### config.mk
export PLATFORM = sky130hd
export DESIGN_NAME = mdu_hilo_writer
export DESIGN_NICKNAME = d
export VERILOG_FILES = /design/src/rtl/mdu_pkg.sv /design/src/rtl/mdu_iter_core.sv /design/src/rtl/mdu_hilo_writer.sv
export SDC_FILE = /design/constraint.sdc
export NUM_CORES = 1
export LEC_CHECK = 0
export BUFFER_PORTS_ARGS = -buffer_cell sky130_fd_sc_hd__buf_2
export CAP_MARGIN = 10
export CELL_PAD_IN_SITES_DETAIL_PLACEMENT = 1
export CELL_PAD_IN_SITES_GLOBAL_PLACEMENT = 1
export CORE_MARGIN = 8
export CORE_UTILIZATION = 29
export CTS_BUF_LIST = sky130_fd_sc_hd__clkbuf_4 sky130_fd_sc_hd__clkbuf_8
export CTS_CLUSTER_DIAMETER = 200
export DETAILED_ROUTE_END_ITERATION = 10
export GPL_TIMING_DRIVEN = 0
export MAX_ROUTING_LAYER = met4
export PLACE_DENSITY_LB_ADDON = 0.12
export SLEW_MARGIN = 20
export SYNTH_ARGS = -nofsm -noshare
export SYNTH_HDL_FRONTEND = slang
export SYNTH_HIERARCHICAL = 1
export SYNTH_SLANG_ARGS = --single-unit
### constraint.sdc
create_clock -name clk -period 3.9 [get_ports clk]
set_input_delay 0.195 -clock clk [delete_from_list [all_inputs] [get_ports clk]]
set_output_delay 0.195 -clock clk [all_outputs]
set_load 0.005 [all_outputs]
### src/rtl/mdu_pkg.sv
// Shared definitions for the HI/LO multiply/divide unit.
//   op_e    : operation select encodings seen on the op port
//   state_e : sequencer states, also visible on the dbg_state port
//   CNT_W   : iteration counter width for the default 32-bit build
package mdu_pkg;

  localparam int DEF_WIDTH = 32;
  localparam int CNT_W     = $clog2(DEF_WIDTH) + 1;

  typedef enum logic [1:0] {
    OP_MULT  = 2'b00,
    OP_MULTU = 2'b01,
    OP_DIV   = 2'b10,
    OP_DIVU  = 2'b11
  } op_e;

  typedef enum logic [1:0] {
    IDLE = 2'b00,
    CALC = 2'b01,
    SIGN = 2'b10,
    DONE = 2'b11
  } state_e;

endpackage

### src/rtl/mdu_iter_core.sv
// One iteration of the multiply/divide datapath, purely combinational.
// Ports:
//   is_div : 1 selects restoring shift-subtract, 0 selects shift-add
//   acc_i  : MUL {partial product hi, multiplier bits}; DIV low half is the
//            dividend being shifted out / quotient being shifted in
//   rem_i  : DIV partial remainder (always < divisor, so WIDTH bits hold it)
//   opb_i  : multiplicand (MUL) or divisor (DIV), magnitudes
//   acc_o, rem_o : values after this iteration
module mdu_iter_core #(
  parameter int WIDTH = 32
) (
  input  logic                 is_div,
  input  logic [2*WIDTH-1:0]   acc_i,
  input  logic [WIDTH-1:0]     rem_i,
  input  logic [WIDTH-1:0]     opb_i,
  output logic [2*WIDTH-1:0]   acc_o,
  output logic [WIDTH-1:0]     rem_o
);

  logic [WIDTH:0]   mul_sum;
  logic [WIDTH:0]   div_part;
  logic [WIDTH-1:0] div_diff;
  logic             div_ge;

  always_comb begin
    // MUL: add multiplicand into the upper half when the current multiplier
    // bit is set, then shift the whole accumulator right by one (carry kept).
    mul_sum  = {1'b0, acc_i[2*WIDTH-1:WIDTH]} + (acc_i[0] ? {1'b0, opb_i} : '0);
    // DIV: the trial remainder needs WIDTH+1 bits before the subtract.
    div_part = {rem_i, acc_i[WIDTH-1]};
    div_ge   = (div_part >= {1'b0, opb_i});
    // When div_ge holds the true difference is below the divisor, so the low
    // WIDTH bits of the subtraction are exact.
    div_diff = div_part[WIDTH-1:0] - opb_i;

    acc_o = {mul_sum, acc_i[WIDTH-1:1]};
    rem_o = rem_i;
    if (is_div) begin
      acc_o = {acc_i[2*WIDTH-1:WIDTH], acc_i[WIDTH-2:0], div_ge};
      rem_o = div_ge ? div_diff : div_part[WIDTH-1:0];
    end
  end

endmodule

### src/rtl/mdu_hilo_writer.sv
// Iterative MULT/MULTU/DIV/DIVU unit and write port for the HI and LO
// register files. Signed operands are reduced to magnitudes, WIDTH
// iterations run in CALC, the sign is restored in SIGN and the result is
// written during the single DONE cycle.
// Ports:
//   clk, rst_n          : clock, asynchronous active-low reset
//   start, op, flush    : request (sampled in IDLE), op select, abort
//   rs_data, rt_data    : multiplicand/dividend, multiplier/divisor
//   busy, done          : busy in CALC/SIGN/DONE; done pulses with the write
//   hi_we/hi_wdata      : HI write port (product upper half or remainder)
//   lo_we/lo_wdata      : LO write port (product lower half or quotient)
//   dbg_state           : current sequencer state (state_e encoding)
// Handshake: start is taken only when the unit is IDLE and flush is low;
// starts seen while busy are dropped. done/hi_we/lo_we are asserted together
// for exactly one cycle unless flush is high in that same cycle.
module mdu_hilo_writer
  import mdu_pkg::*;
#(
  parameter int WIDTH = 32
) (
  input  logic             clk,
  input  logic             rst_n,
  input  logic             start,
  input  logic [1:0]       op,
  input  logic             flush,
  input  logic [WIDTH-1:0] rs_data,
  input  logic [WIDTH-1:0] rt_data,
  output logic             busy,
  output logic             done,
  output logic             hi_we,
  output logic [WIDTH-1:0] hi_wdata,
  output logic             lo_we,
  output logic [WIDTH-1:0] lo_wdata,
  output logic [1:0]       dbg_state
);

  localparam int CW = $clog2(WIDTH) + 1;

  state_e             state_q, state_d;
  logic [1:0]         op_q, op_d;
  logic               neg_quo_q, neg_quo_d;   // quotient/product must be negated
  logic               neg_rem_q, neg_rem_d;   // remainder takes the dividend's sign
  logic [2*WIDTH-1:0] acc_q, acc_d;
  logic [WIDTH-1:0]   rem_q, rem_d;
  logic [WIDTH-1:0]   opb_q, opb_d;
  logic [CW-1:0]      cnt_q, cnt_d;
  logic [WIDTH-1:0]   hi_q, hi_d;
  logic [WIDTH-1:0]   lo_q, lo_d;

  logic [2*WIDTH-1:0] acc_nxt;
  logic [WIDTH-1:0]   rem_nxt;

  logic               in_signed, rs_neg, rt_neg;
  logic [WIDTH-1:0]   rs_mag, rt_mag;
  logic [2*WIDTH-1:0] prod_fix;
  logic [WIDTH-1:0]   quo_fix, rem_fix;

  mdu_iter_core #(.WIDTH(WIDTH)) u_core (
    .is_div (op_q[1]),
    .acc_i  (acc_q),
    .rem_i  (rem_q),
    .opb_i  (opb_q),
    .acc_o  (acc_nxt),
    .rem_o  (rem_nxt)
  );

  always_comb begin
    in_signed = ~op[0];
    rs_neg    = in_signed & rs_data[WIDTH-1];
    rt_neg    = in_signed & rt_data[WIDTH-1];
    rs_mag    = rs_neg ? -rs_data : rs_data;
    rt_mag    = rt_neg ? -rt_data : rt_data;

    prod_fix = neg_quo_q ? -acc_q : acc_q;
    // Divide by zero: the core already yields quotient all-ones and remainder
    // |rs|. Quotient sign fix is skipped; the remainder fix turns |rs| back
    // into the latched rs value.
    quo_fix  = (opb_q == '0) ? '1 :
               (neg_quo_q ? -acc_q[WIDTH-1:0] : acc_q[WIDTH-1:0]);
    rem_fix  = neg_rem_q ? -rem_q : rem_q;

    state_d   = state_q;
    op_d      = op_q;
    neg_quo_d = neg_quo_q;
    neg_rem_d = neg_rem_q;
    acc_d     = acc_q;
    rem_d     = rem_q;
    opb_d     = opb_q;
    cnt_d     = cnt_q;
    hi_d      = hi_q;
    lo_d      = lo_q;

    if (flush) begin
      state_d = IDLE;
    end else begin
      case (state_q)
        IDLE: begin
          if (start) begin
            op_d      = op;
            neg_quo_d = rs_neg ^ rt_neg;
            neg_rem_d = rs_neg;
            // DIV keeps the dividend in the accumulator and the divisor in opb;
            // MUL keeps the multiplier in the accumulator and multiplicand in opb.
            opb_d     = op[1] ? rt_mag : rs_mag;
            acc_d     = {{WIDTH{1'b0}}, (op[1] ? rs_mag : rt_mag)};
            rem_d     = '0;
            cnt_d     = '0;
            state_d   = CALC;
          end
        end
        CALC: begin
          acc_d = acc_nxt;
          rem_d = rem_nxt;
          cnt_d = cnt_q + 1'b1;
          if (cnt_q == CW'(WIDTH - 1)) state_d = SIGN;
        end
        SIGN: begin
          if (op_q[1]) begin
            hi_d = rem_fix;
            lo_d = quo_fix;
          end else begin
            hi_d = prod_fix[2*WIDTH-1:WIDTH];
            lo_d = prod_fix[WIDTH-1:0];
          end
          state_d = DONE;
        end
        DONE:    state_d = IDLE;
        default: state_d = IDLE;
      endcase
    end
  end

  always_ff @(posedge clk or negedge rst_n) begin
    if (!rst_n) begin
      state_q   <= IDLE;
      op_q      <= '0;
      neg_quo_q <= 1'b0;
      neg_rem_q <= 1'b0;
      acc_q     <= '0;
      rem_q     <= '0;
      opb_q     <= '0;
      cnt_q     <= '0;
      hi_q      <= '0;
      lo_q      <= '0;
    end else begin
      state_q   <= state_d;
      op_q      <= op_d;
      neg_quo_q <= neg_quo_d;
      neg_rem_q <= neg_rem_d;
      acc_q     <= acc_d;
      rem_q     <= rem_d;
      opb_q     <= opb_d;
      cnt_q     <= cnt_d;
      hi_q      <= hi_d;
      lo_q      <= lo_d;
    end
  end

  // A flush during DONE suppresses the write in that very cycle.
  assign done      = (state_q == DONE) && !flush;
  assign hi_we     = done;
  assign lo_we     = done;
  assign busy      = (state_q != IDLE);
  assign hi_wdata  = hi_q;
  assign lo_wdata  = lo_q;
  assign dbg_state = state_q;

endmodule
# [Word-level counts from Yosys, hierarchy flattened]
# Index checks and enable logic that the tools add are counted.
[word_totals] output_inout_bits=70 word_cells=70 input_bits=70 register_bits=204
[op_classes] bitwise=5 add_sub_neg=8 n_reduce_logical=12 muxes=24 eq_ne=9 order_cmp=1
[op_table] cell="2-to-1 mux 32 bit" count=13
[op_table] cell="2-to-1 mux 64 bit" count=3
[op_table] cell="negator 32 bit" count=4
[op_table] cell="one-hot mux 64 bit (2 select lines)" count=1
[op_table] cell="negator 64 bit" count=1
[op_table] cell="one-hot mux 32 bit (2 select lines)" count=1
[op_table] cell="adder 32 x 33 -> 33 bit" count=1
[op_table] cell=">= comparator 33 x 32 -> 1 bit" count=1
[op_table] cell="logical NOT 32 bit" count=1
[op_table] cell="subtractor 32 bit" count=1
[op_table] cell="one-hot mux 6 bit (2 select lines)" count=1
[op_table] cell="one-hot mux 2 bit (4 select lines)" count=1
[op_table] cell="AND reduction 4 bit" count=2
[op_table] cell="adder 6 x 1 -> 6 bit (second input constant)" count=1
[op_table] cell="== test 6 x 5 -> 1 bit (second input constant)" count=1
[op_table] cell="2-to-1 mux 2 bit" count=3
[op_table] cell="2-to-1 mux 6 bit" count=1
[op_table] cell="inequality test 2 bit (second input constant)" count=3
[op_table] cell="inequality test 3 bit (second input constant)" count=2
[op_table] cell="AND reduction 3 bit" count=2
[op_table] cell="== test 2 bit (second input constant)" count=2
[op_table] cell="AND reduction 2 bit" count=2
[op_table] cell="nonzero test 2 bit" count=2
[op_table] cell="AND 1 bit" count=2
[op_table] cell="other kinds (6)" count=7

# [Logic depth before layout (Yosys ltp)]
[logic_depth] depth_word=6 depth_mapped=16 depth_no_buf=14

# [Cells and area by module]
# Netlist, hierarchy kept.
[by_module_without_submodules] module="mdu_hilo_writer" seq_area_each_um2=5079.9 instances=1 area_each_um2=12164.2 cells_per_inst=1333
[by_module_without_submodules] module="mdu_iter_core" seq_area_each_um2=0.0 instances=1 area_each_um2=5151.2 cells_per_inst=794

# [Worst setup path after synthesis]
# Ideal clock, no wire load.
[synth_path] path_type="reg-to-reg" start="register acc_q[0]" end="register acc_q[59]" period_less_slack_ns=3.332 path_slack_ns=0.568 stages_incl_launch_ff=15 arrival_time_ns=3.211 setup_time_ns=0.121 t_required_ns=3.779 n_path_buf=1 path_cell_list="dfrtp_1 > clkbuf_1 > and2_1 > ha_1 > fa_1 > a21o_1 > a221oi_2 > a211oi_2 > a31o_2 > a21oi_2 > o21ai_2 > a221oi_2 > xor2_1 > o21ai_1 > a22o_1"
[synth_via] elab_chain_len=4
[synth_lines] item="from (decl)" line="mdu_hilo_writer.sv:43" text="logic [2*WIDTH-1:0] acc_q, acc_d;"
[synth_lines] item="from (signal assigned)" line="mdu_hilo_writer.sv:139" text="acc_q <= '0;"
[synth_lines] item="from (signal assigned)" line="mdu_hilo_writer.sv:150" text="acc_q <= acc_d;"
[synth_lines] item="2-to-1 mux 32 bit" line="mdu_iter_core.sv:28" text="mul_sum = {1'b0, acc_i[2*WIDTH-1:WIDTH]} + (acc_i[0] ? {1'b0, opb_i} : '0);"
[synth_lines] item="adder 32 x 33 -> 33 bit" line="mdu_iter_core.sv:28"
[synth_lines] item="2-to-1 mux 64 bit" line="mdu_iter_core.sv:38" text="if (is_div) begin"
[synth_lines] item="named net acc_nxt[59]" line="mdu_hilo_writer.sv:50" text="logic [2*WIDTH-1:0] acc_nxt;"
[synth_lines] item="one-hot mux 64 bit (2 select lines)" line="mdu_hilo_writer.sv:96" text="case (state_q)"
# The timed path passes the listed nets, and every way through them passes these cells. The select of a mux whose other input is x is not followed.
# A chain may end at the register's enable or synchronous reset.

# [Worst setup path after layout]
[layout_path] start="register acc_q[7]" end="register hi_q[17] (netlist: hi_wdata[17])"
[layout_via] elab_chain_len=3
[layout_lines] item="negator 64 bit" line="mdu_hilo_writer.sv:74" text="prod_fix = neg_quo_q ? -acc_q : acc_q;"
[layout_lines] item="2-to-1 mux 64 bit" line="mdu_hilo_writer.sv:74"
[layout_lines] item="2-to-1 mux 32 bit" line="mdu_hilo_writer.sv:118" text="if (op_q[1]) begin"
[layout_lines] item="to (signal assigned)" line="mdu_hilo_writer.sv:154" text="hi_q <= hi_d;"
[layout_lines] item="to (decl)" line="mdu_hilo_writer.sv:47" text="logic [WIDTH-1:0] hi_q, hi_d;"
# Every way passes these cells.

==> metrics.md <==
| Metric | Value |
|---|---|
| Die X | `260 µm` |
| Fraction of registers with async set or reset after synthesis | `100%` |
| Final core occ | `34.2%` |
| Mapped Cells | `2,127` |
| Wirelength, routed | `84,500 µm` |
| Fin area | `20,200 µm²` |
| Net Sw Power | `10.4 mW` |
| RSZ-0062 raised after global routing | `false` |
| Hold WS | `0.0265 ns` |
| Startpoint types | `flop` |
| Final hold viol count | `0` |
| Share of layout cells above drive strength 1 | `13.4%` |
| Delay-heaviest family, CP | `simple AND/OR/NAND/NOR gates` |
| # clock sinks | `203` |
| Setup_tns | `0 ns` |
| Mapped Area | `17,300 µm²` |
| Dpl ws | `-0.252 ns` |
| CP Cell Sequence | `or4_1 -> clkbuf_1 -> nor4_4 -> nand3_2 -> nor4_1 -> o311ai_0` |
| I/O Buffers | `138` |
| Worst slew margin | `28.1%` |
| Clock share of power | `13.4%` |
| DP Wirelength | `67,300 µm` |
| Worst Setup End Kind | `flop` |
| Worst Path Required | `4.30 ns` |
| Routed vias | `18,124` |
| Largest net degree at the start of global routing | `84` |
| Worst Path Class, Setup | `reg2reg` |
| Worst-Margin Slew | `1.07 ns` |
| Initial antenna violation count | `1` |
| Worst-Skew Late Latency | `0.64 ns` |
| Vias in the first global route | `18,803` |
| Yosys top cell area share | `29.3%` |
| GRT overflow | `0` |
| 1st-pass router iterations | `6` |
| Internal power | `8.82 mW` |
| DR vias/cell | `5.78` |
| Clk root buf | `clkbuf_8` |
| # Max-Cap Violations | `0` |
| Core Box Area | `59,000 µm²` |
| CP Max Fanout | `9` |
| Num rows | `89` |
| Peak supply drop | `0.435 mV` |
| Die Y-Extent | `260 µm` |
| Pwr Density | `953 nW/µm²` |
| CTS clock-pin slew for the worst setup and hold paths | `0.06 ns` |
| Multi-input gate area | `11,500 µm²` |
| Net Sw Frac | `54.2%` |
| Synth top area cells | `dfrtp_1 (29%), xor2_1 (5.5%), ha_1 (5.3%), nand2_1 (4.9%), a21oi_1 (4.9%)` |
| First-pass GRT wire length | `126,000 µm` |
| FILL cells | `7,170` |
| Ys flop type | `dfrtp_1` |
| Hold Path Class | `in2reg` |
| Syn_nets | `2,272` |
| Wire per inst | `26.9 µm` |
| H-tree depth | `2` |
| CP max-delay cell | `nor4_1` |
| Final Cycle Share | `96.3%` |
| Ys Warns | `6` |
| DRT antenna net count | `0` |
| Worst EP arrival | `4.16 ns` |
| Comb pwr share | `61.1%` |
| PnR worst setup slack | `0.143 ns` |
| 1st-iter DRT viols | `1,243` |
| #FFs+latches synth | `203` |
| Setup Viol. Count Final | `0` |
| Yosys top cell by area | `dfrtp_1` |
| Status | `completed` |
| Fin crit period | `3.76 ns` |
| Effective utilization at floorplan | `29.3%` |
| Placer Congestion | `0.937` |
| Commonest non-fill, non-tap cell in the layout | `nand2_1` |
| Skew final | `0.0423 ns` |
| Clock Path Buffers | `3` |
| IO Count | `140` |
| Seq pwr share | `25.5%` |
| Placed inst area | `19,100 µm²` |
| Avg Synthesized Cell Area | `8.14 µm²` |
| Dpl cells | `3,041` |
| Post-synth EDFFs | `0` |
| DRC errors left | `0` |
| GRT Util Overall | `25.2%` |
| Static Leak | `8.65 nW` |
| Most frequent cells in the layout | `nand2_1 (228), dfrtp_1 (201), nor2_1 (176), a21oi_1 (169), buf_2 (144)` |
| Die area | `67,800 µm²` |
| CTS tree | `yes` |
| Crit-path max cell delay | `0.89 ns` |
| TritonCTS Buffers | `43` |
| Fmax | `266 MHz` |
| Max-slew violation count | `0` |
| Cell variety after synth | `91` |
| Finished Layout Cells | `3,136` |
| Seq. cell area | `5080 µm²` |
| Power, Total | `19.2 mW` |
| # nets final | `2,474` |
| Area grow syn2layout | `16.6%` |
| Register area share after synthesis | `29.3%` |
| CP bufs+invs | `1` |
## cell usage after synthesis, types with 5 or more instances
| library cell | count |
|---|---|
| a211o_1 | 10 |
| a211oi_1 | 11 |
| a21o_1 | 31 |
| a21oi_1 | 169 |
| a221o_1 | 5 |
| a221oi_1 | 8 |
| a22o_1 | 64 |
| a31oi_1 | 37 |
| and2_1 | 40 |
| and3_1 | 26 |
| buf_1 | 11 |
| buf_2 | 5 |
| clkbuf_1 | 102 |
| dfrtp_1 | 203 |
| ha_1 | 73 |
| inv_1 | 66 |
| mux2_2 | 39 |
| mux2i_1 | 31 |
| nand2_1 | 228 |
| nand2b_1 | 19 |
| nand3_1 | 43 |
| nand4_1 | 23 |
| nor2_1 | 176 |
| nor2b_1 | 8 |
| nor3_1 | 51 |
| nor4_1 | 34 |
| o211ai_1 | 7 |
| o21a_1 | 12 |
| o21ai_0 | 130 |
| o21ai_1 | 5 |
| o21bai_1 | 10 |
| o221ai_1 | 29 |
| o22a_1 | 7 |
| o22ai_1 | 15 |
| o31a_1 | 6 |
| o31ai_1 | 43 |
| o41ai_1 | 22 |
| or2_2 | 8 |
| or3_1 | 27 |
| or4_1 | 18 |
| xnor2_1 | 77 |
| xor2_1 | 108 |
## worst reg2reg max path: stages, from the launching register on
cell,delay (ns)
dfrtp_1,0.46
or4_1,0.53
clkbuf_1,0.21
nor4_4,0.71
nand3_2,0.32
nor4_1,0.89
o311ai_0,0.40
## cell type report
type | instances | area share [%]
buffer | 124 | 2.53
multi-input combinational | 1733 | 57.1
sequential | 203 | 25.2
clock buffer | 65 | 4.09
timing repair buffer | 157 | 4.51
inverter | 67 | 1.26
antenna | 2 | 0.0248
clock inverter | 12 | 0.502
tap | 773 | 4.79
## final timing paths
path | from | endpoint | slack (ns) | cells past startpoint
worst min-delay path | rt_data[30] | acc_q[30] | 0.03 | 3
worst max-delay path | acc_q[7] | hi_wdata[17] | 0.14 | 6
max in group asynchronous | rst_n | rem_q[20] | 2.65 | 4
worst min register to register | hi_wdata[30] | hi_wdata[30] | 0.48 | 2
min in group asynchronous | rst_n | lo_wdata[13] | 0.04 | 2
worst max register to register | acc_q[7] | hi_wdata[17] | 0.14 | 6
## routing by layer
metal  GRT usage [%]  wire length, µm
met5               -                0
met4            10.1             3620
met3            2.99             3440
met2            40.6            40000
met1            32.0            37400
## timing repair
action                     CTS  global route
pin swaps                    2             2
setup endpoints to repair    7            11
hold buffers                12             0
gates resized for setup      4            11
buffers inserted             2             2
hold endpoints to repair   130             0
## state kept, by name, indices dropped and copies added (netlist names)
| signal | count |
|---|---|
| neg_rem_q | 1 |
| dbg_state | 2 |
| neg_quo_q | 1 |
| hi_wdata | 32 |
| op_q | 1 |
| lo_wdata | 32 |
| opb_q | 32 |
| cnt_q | 6 |
| rem_q | 32 |
| acc_q | 64 |
## power groups by stage
stage          clock, mW  sequential, mW  combinational (mW)
4_1_cts             2.64            4.86                11.7
2_1_floorplan          0            3.99                7.81
5_1_grt             2.74            5.00                12.8
6_report            2.58            4.90                11.8
3_5_place_dp           0            4.90                11.5
3_3_place_gp           0            4.87                11.4
## cell families after synthesis
group | after synthesis | share of synthesized area, %
AND/OR/NAND/NOR | 731 | 20.7
AO/OA/AOI/OAI | 672 | 26.3
flip-flops | 203 | 29.3
buffers and inverters | 191 | 4.41
XOR/XNOR | 185 | 9.36
adder cells (fa/ha/maj) | 75 | 5.51
multiplexers | 70 | 4.33
No activity file was read; power rests on OpenSTA's default activity.
